File: src/rtl/mem_port_arbiter.sv
// Shares one Memoria32 between the up core's fetch and data ports: data-first arbitration
// with a starvation bound for fetch, one access in flight, fixed read latency.
module mem_port_arbiter #(
   parameter int ADDR_W     = 32,
   parameter int DATA_W     = 32,
   parameter int MEM_LAT    = 1,
   parameter int STARVE_MAX = 4
) (
   input  logic              clk,
   input  logic              nrst,
   input  logic              if_req,
   input  logic [ADDR_W-1:0] if_addr,
   output logic              if_gnt,
   output logic              if_rvalid,
   output logic [DATA_W-1:0] if_rdata,
   input  logic              d_req,
   input  logic              d_we,
   input  logic [ADDR_W-1:0] d_addr,
   input  logic [DATA_W-1:0] d_wdata,
   output logic              d_gnt,
   output logic              d_rvalid,
   output logic [DATA_W-1:0] d_rdata,
   output logic [ADDR_W-1:0] mem_raddr,
   output logic [ADDR_W-1:0] mem_waddr,
   output logic [DATA_W-1:0] mem_wdata,
   output logic              mem_wr,
   input  logic [DATA_W-1:0] mem_rdata,
   output logic              busy
);

   typedef enum logic [1:0] {
      IDLE  = 2'd0,
      RWAIT = 2'd1,
      WRITE = 2'd2
   } state_t;

   localparam logic [3:0] STARVE_LIM = 4'(STARVE_MAX);
   localparam logic [2:0] LAT_INIT   = 3'(MEM_LAT);

   state_t     state, state_nxt;
   logic [3:0] starve_cnt, starve_nxt;
   logic [2:0] lat_cnt;
   logic       owner_d;
   logic       grant_if, grant_d;
   logic       grant_rd, grant_wr;
   logic       rd_done;

   // NOTE: every signal assigned in an always_comb gets a default first, so no path leaves it unassigned and no latch is inferred.
   always_comb begin
      grant_if = 1'b0;
      grant_d  = 1'b0;
      if (state == IDLE) begin
         if (d_req && !(if_req && starve_cnt == STARVE_LIM))
            grant_d = 1'b1;
         else if (if_req)
            grant_if = 1'b1;
      end
   end

   assign grant_rd = grant_if || (grant_d && !d_we);
   assign grant_wr = grant_d && d_we;
   assign rd_done  = (state == RWAIT) && (lat_cnt == 3'd1);

   assign if_gnt = grant_if;
   assign d_gnt  = grant_d;
   assign busy   = (state != IDLE);

   // Fetch has been passed over only if it was actually waiting when data won.
   always_comb begin
      starve_nxt = starve_cnt;
      if (grant_d && if_req) begin
         if (starve_cnt != STARVE_LIM)
            starve_nxt = starve_cnt + 4'd1;
      end else if (grant_d || grant_if) begin
         starve_nxt = '0;
      end
   end

   always_comb begin
      state_nxt = state;
      case (state)
         IDLE: begin
            if (grant_wr)
               state_nxt = WRITE;
            else if (grant_rd)
               state_nxt = RWAIT;
         end
         RWAIT: begin
            if (lat_cnt == 3'd1)
               state_nxt = IDLE;
         end
         WRITE:   state_nxt = IDLE;
         default: state_nxt = IDLE;
      endcase
   end

   // nrst is active-high despite its name; being asynchronous, it kills an in-flight access at once.
   // NOTE: state uses non-blocking assignments so every register samples pre-edge values whatever the block order.
   always_ff @(posedge clk or posedge nrst) begin
      if (nrst) begin
         state      <= IDLE;
         starve_cnt <= '0;
         lat_cnt    <= '0;
         owner_d    <= 1'b0;
      end else begin
         state      <= state_nxt;
         starve_cnt <= starve_nxt;
         if (grant_rd) begin
            lat_cnt <= LAT_INIT;
            owner_d <= grant_d;
         end else if (state == RWAIT) begin
            lat_cnt <= lat_cnt - 3'd1;
         end
      end
   end

   // NOTE: the address/data registers are reset as well, because every output must read 0 straight out of reset.
   always_ff @(posedge clk or posedge nrst) begin
      if (nrst) begin
         mem_raddr <= '0;
         mem_waddr <= '0;
         mem_wdata <= '0;
         mem_wr    <= 1'b0;
      end else begin
         mem_wr <= grant_wr;
         if (grant_rd)
            mem_raddr <= grant_d ? d_addr : if_addr;
         if (grant_wr) begin
            mem_waddr <= d_addr;
            mem_wdata <= d_wdata;
         end
      end
   end

   // Read data registers hold between returns; only the owner of the read sees rvalid.
   always_ff @(posedge clk or posedge nrst) begin
      if (nrst) begin
         if_rvalid <= 1'b0;
         d_rvalid  <= 1'b0;
         if_rdata  <= '0;
         d_rdata   <= '0;
      end else begin
         if_rvalid <= rd_done && !owner_d;
         d_rvalid  <= rd_done && owner_d;
         if (rd_done && owner_d)
            d_rdata <= mem_rdata;
         if (rd_done && !owner_d)
            if_rdata <= mem_rdata;
      end
   end

endmodule
File: config.mk
export PLATFORM = sky130hd
export DESIGN_NAME = mem_port_arbiter
export DESIGN_NICKNAME = d
export VERILOG_FILES = /design/src/rtl/mem_port_arbiter.sv
export SDC_FILE = /design/constraint.sdc
export NUM_CORES = 1
export LEC_CHECK = 0
export ABC_CLOCK_PERIOD_IN_PS = 17800
export CAP_MARGIN = 20
export CORE_ASPECT_RATIO = 1.25
export CORE_UTILIZATION = 46
export DETAILED_ROUTE_END_ITERATION = 12
export PLACE_DENSITY = 0.87
export SETUP_SLACK_MARGIN = 0.05
export SYNTH_ARGS = -nofsm -noshare
export SYNTH_HDL_FRONTEND = slang
export SYNTH_SLANG_ARGS = --single-unit
File: constraint.sdc
create_clock -name clk -period 17.8 [get_ports clk]
set_input_delay 3.56 -clock clk [delete_from_list [all_inputs] [get_ports clk]]
set_output_delay 3.56 -clock clk [all_outputs]
set_load 0.02 [all_outputs]
Word-level counts from Yosys, hierarchy flattened:

Index checks and enable logic that the tools add are counted.

* logic and storage cells: 55
* flip-flop bits (word level): 173
* bits in latches: 0
* bits in writable memories: 0
* memories: 0
* memory bits (read-only): 0

* add/subtract/negate cells: 2
* magnitude comparators: 0
* div/mod/pow operators: 0
* $mul: 0
* multiplexer cells: 15
* eq/ne operators: 7
* bitwise operators: 0
* reductions and logical operators: 19
* shift-type cells: 0

Operators with widths (count)
* $mux W32: 1
* $mux W4: 3
* $logic_and A1 B1 Y1: 8
* $mux W2: 3
* $mux W3: 2
* $reduce_bool A2 Y1: 3
* $mux W1: 5
* $add A4 B1 Y4 const B: 1
* $eq A4 B3 Y1 const B: 1
* $ne A2 B1 Y1 const B: 2
* $ne A4 B3 Y1 const B: 1
* $pmux W2 S2: 1
* $reduce_and A2 Y1: 2
* $eq A3 B1 Y1 const B: 1
* $logic_not A1 Y1: 3
* $ne A3 B3 Y1 const B: 1
* $sub A3 B1 Y3 const B: 1
* $eq A2 B1 Y1 const B: 1
* $logic_not A2 Y1: 1
* $logic_or A1 B1 Y1: 2

Depth between registers and ports, before layout:

* depth after elaboration: 11
* mapped depth: 8
* gate-level depth less buffers: 7

Least setup slack after synthesis:

Ideal clock, no wire load.

* kind: input to output
* from: input port if_req
* to: output port d_gnt
* setup slack: 10009 ps
* arrival time: 4231 ps
* stages: 5
* required time: 14240 ps
* buffers on the path: 2
* cell sequence: nand4b_4 -> nand3_1 -> buf_4 -> buf_4 -> inv_1

* cells in the longest elaborated chain, start to end: 5

RTL lines
* from (decl): line 11 `input logic if_req,`
* $logic_and A1 B1 Y1: line 53 `if (d_req && !(if_req && starve_cnt == STARVE_LIM))`
* $logic_not A1 Y1: line 53
* $logic_and A1 B1 Y1: line 53
* $mux W1: line 53
* $mux W1: line 52 `if (state == IDLE) begin`
* to (decl): line 20 `output logic d_gnt,`

Every way passes these cells.

Final worst setup path:

* from: input port if_req
* to: output port if_gnt

* cells in the longest elaborated chain, start to end: 5
* elaborated cells on any way between the ends: 6
* classes of those cells: mux: 3; reduce/logical: 3

RTL lines
* $logic_and A1 B1 Y1: line 53
* $logic_not A1 Y1: line 53
* $logic_and A1 B1 Y1: line 53
* $mux W1 (*): line 53
* $mux W1 (*): line 52
* to (decl): line 13 `output logic if_gnt,`

Every way passes the cells marked *; elsewhere a longest branch is shown, timed or not.

==> qor.csv <==
stage,metric,value,unit
final_layout,antenna_cells,0,
clock_network,cts_tree,yes,
global_route,grt_pass1_vias,5562,
min_path,hold_depth,1,
worst_setup_path,cp.depth,5,
outcome,status,finished clean,
synthesis,synthesis.nets,615,
clock_network,cts_root_buf,clkbuf_16,
power,ir_drop,0.1111,mV
final_layout,fin_util,0.7175,
die,ios,299,
final_layout,final_nets,914,
min_path,hp-class,flop to flop,
clock_network,insertion_delay,0.43,ns
detailed_routing,vias,5061,
synthesis,ys_types,31,
detailed_routing,firstDrtPassIters,4,
sta,min_period_over_period,0.4990,
sta,tns,0,ns
worst_setup_path,cpPeakStageDelay,0.62,ns
min_path,hold_start,d_rdata[21],
worst_setup_path,startpoint,if_req,
die,initial_utilization,0.4770,
clock_network,cts.clk_slew.worst_paths,0.07,ns
worst_setup_path,worstSetupPathType,input port to output pin,
final_layout,drive_gt1_frac,0.2354,
worst_setup_path,slowest_stage,clkdlybuf4s50_1,
synthesis,ys_warn_count,0,
global_route,grt_pass1_wl,29.61,mm
clock_network,cts_max_level,4,
worst_setup_path,cp-start-kind,input port,
global_route,grt_use_total,0.2433,
die,core_area,15140,um^2
job,drv_cap,0,
detailed_routing,wire_per_inst,19.22,um
sta,rsz0062_at_grt,no,
final_layout,fillCellCount,1014,
detailed_routing,drc,0,
sta,max_slew_margin,0.3497,
worst_setup_path,path_cells,clkdlybuf4s50_1 -> nand4b_4 -> and2_4 -> nor2_1 -> clkdlybuf4s50_1,
worst_setup_path,worstPathRequired,14.24,ns
worst_setup_path,timing.critical_path.buf_inv,2,
sta,tightest_slew,0.9755,ns
detailed_routing,routed_wl,19.18,mm
placed_design,gp_congestion,0.7663,
die,rows,50,
synthesis,synth_cells,478,
sta,hold_slack,0.5049,ns
sta,fmax,0.1126,GHz
worst_setup_path,crit_family,buffers and inverters,
synthesis,synth_area,7222,um^2
final_layout,synthToLayoutAreaGrowth,50.42,%
power,leakagePower,4.715,nW
clock_network,numCtsBuffers,17,
sta,hold_viol_final,0,
final_layout,seq_area,4329,um^2
worst_setup_path,end_kind,output pin,
placed_design,portBuffers,298,
sta,finClkSkew,0.009347,ns
clock_network,cts_hold_buf,0,
worst_setup_path,cp.arrival,5.32,ns
final_layout,multi_input_area,2611,um^2
worst_setup_path,reg2reg_from,starve_cnt[0],
die,die_area,16210,um^2
global_route,grt_max_degree,96,
placed_design,dp.cells,966,
power,power_density,198.7,nW/um^2
detailed_routing,ant_nets,0,
clock_network,post-cts-setup-buffer-count,0,
worst_setup_path,ff2ff_path_depth,7,
die,die_y,142.1,um
global_route,antenna_found_initial,0,
worst_setup_path,crit_top_cell,clkdlybuf4s50_1,
global_route,grt.overflow.total,0,
synthesis,syn_area_per_cell,15.11,um^2
final_layout,fin_cells,998,
sta,setup_viol,0,
worst_setup_path,crit_path_max_fanout,6,
synthesis,ys_ff_latch,173,
clock_network,clockBufferDepth,2,
clock_network,cts.sink_count,173,
detailed_routing,viasPerCell,5.071,
die,fp.dieW,114.1,um
placed_design,hpwl,13.94,mm
synthesis,synth-seq-area-share,0.5994,
sta,maxSlewViolCount,0,
detailed_routing,drtIter0Drc,190,
sta,period_needed,8.882,ns
clock_network,cts.repair.resized,0,
-- per-layer routing --
layer / routed length, um / global-route usage
met5: 0 / 0
met2: 9738 / 0.4223
met4: 746 / 0.1135
met3: 1710 / 0.09540
met1: 6982 / 0.2581
-- flip-flops by register name, indices dropped and copies added (netlist names), 2 cells and up --
register    flops
starve_cnt      4
mem_waddr      32
mem_wdata      32
if_rdata       32
d_rdata        32
mem_raddr      32
state           2
lat_cnt         3
-- cells by family (layout without fill, tap and decap cells) --
family / after synthesis / count (layout) / synth area share
flip-flops: 173 / 173 / 0.5994
multiplexers: 161 / 161 / 0.2710
AND/OR/NAND/NOR: 63 / 63 / 0.04279
AO/OA/AOI/OAI: 42 / 42 / 0.03777
buffers and inverters: 33 / 345 / 0.03967
adder cells (fa/ha/maj): 4 / 4 / 0.006930
XOR/XNOR: 2 / 2 / 0.002426
-- Yosys cell counts, drive strengths merged --
master	instances	area share
nand2b	3	0.0026
nand2	11	0.0057
mux2i	32	0.044
xnor2	1	0.0012
and2	1	0.0012
nand3	3	0.0038
a21oi	35	0.029
buf	23	0.034
ha	4	0.0069
nor3	2	0.0029
a311oi	1	0.0036
o21ai	5	0.0035
mux2	129	0.23
inv	10	0.0059
nor2	41	0.022
dfrtp	173	0.60
xor2	1	0.0012
o22a	1	0.0012
nor2b	1	0.00087
nand4b	1	0.0033
-- metrics by stage --
step	worst slack [ns]	area (um^2)	total power [mW]
finish	8.918	10860	2.158
global route	8.883	10860	2.263
CTS	8.915	10860	2.176
detailed placement	8.917	10270	1.794
global placement	9.007	10270	1.751
floorplan	9.552	7222	1.294
-- power by group --
group	leakage, nW	switching, mW	total, mW	internal (mW)
combinational	2.40	0.514	1.08	0.567
sequential	2.03	0.116	0.706	0.589
clock	0.283	0.171	0.371	0.200
-- worst paths after layout --
check / endpoint / slack [ns]
worst max-delay path: if_gnt / 8.92
worst min-delay path: d_rdata[21] / 0.50
max in group asynchronous: if_rdata[19] / 12.53
worst max register to register: mem_wdata[31] / 15.40
min in group asynchronous: mem_wdata[12] / 3.76
worst min register to register: d_rdata[21] / 0.50
-- placed cells by master (no fill, tap or decap), types with 7 or more instances in the layout --
cell / synthesis / layout
mux2i_1: 32 / 32
nand2_1: 11 / 11
mux2_2: 80 / 80
dfrtp_1: 173 / 173
a21oi_2: 10 / 10
a21oi_1: 25 / 25
clkdlybuf4s50_1: 0 / 298
nor2_1: 40 / 40
clkbuf_16: 0 / 17
inv_1: 8 / 7
mux2_4: 49 / 49
-- area by class of cell --
cell class	instances	share of cell area
Multi-Input combinational cell	272	0.2404
Sequential cell	173	0.3985
Inverter	10	0.004377
Clock inverter	15	0.01555
Clock buffer	17	0.03916
Timing Repair Buffer	303	0.2780
Tap cell	208	0.02396
Power figures use the tool's default switching activity.
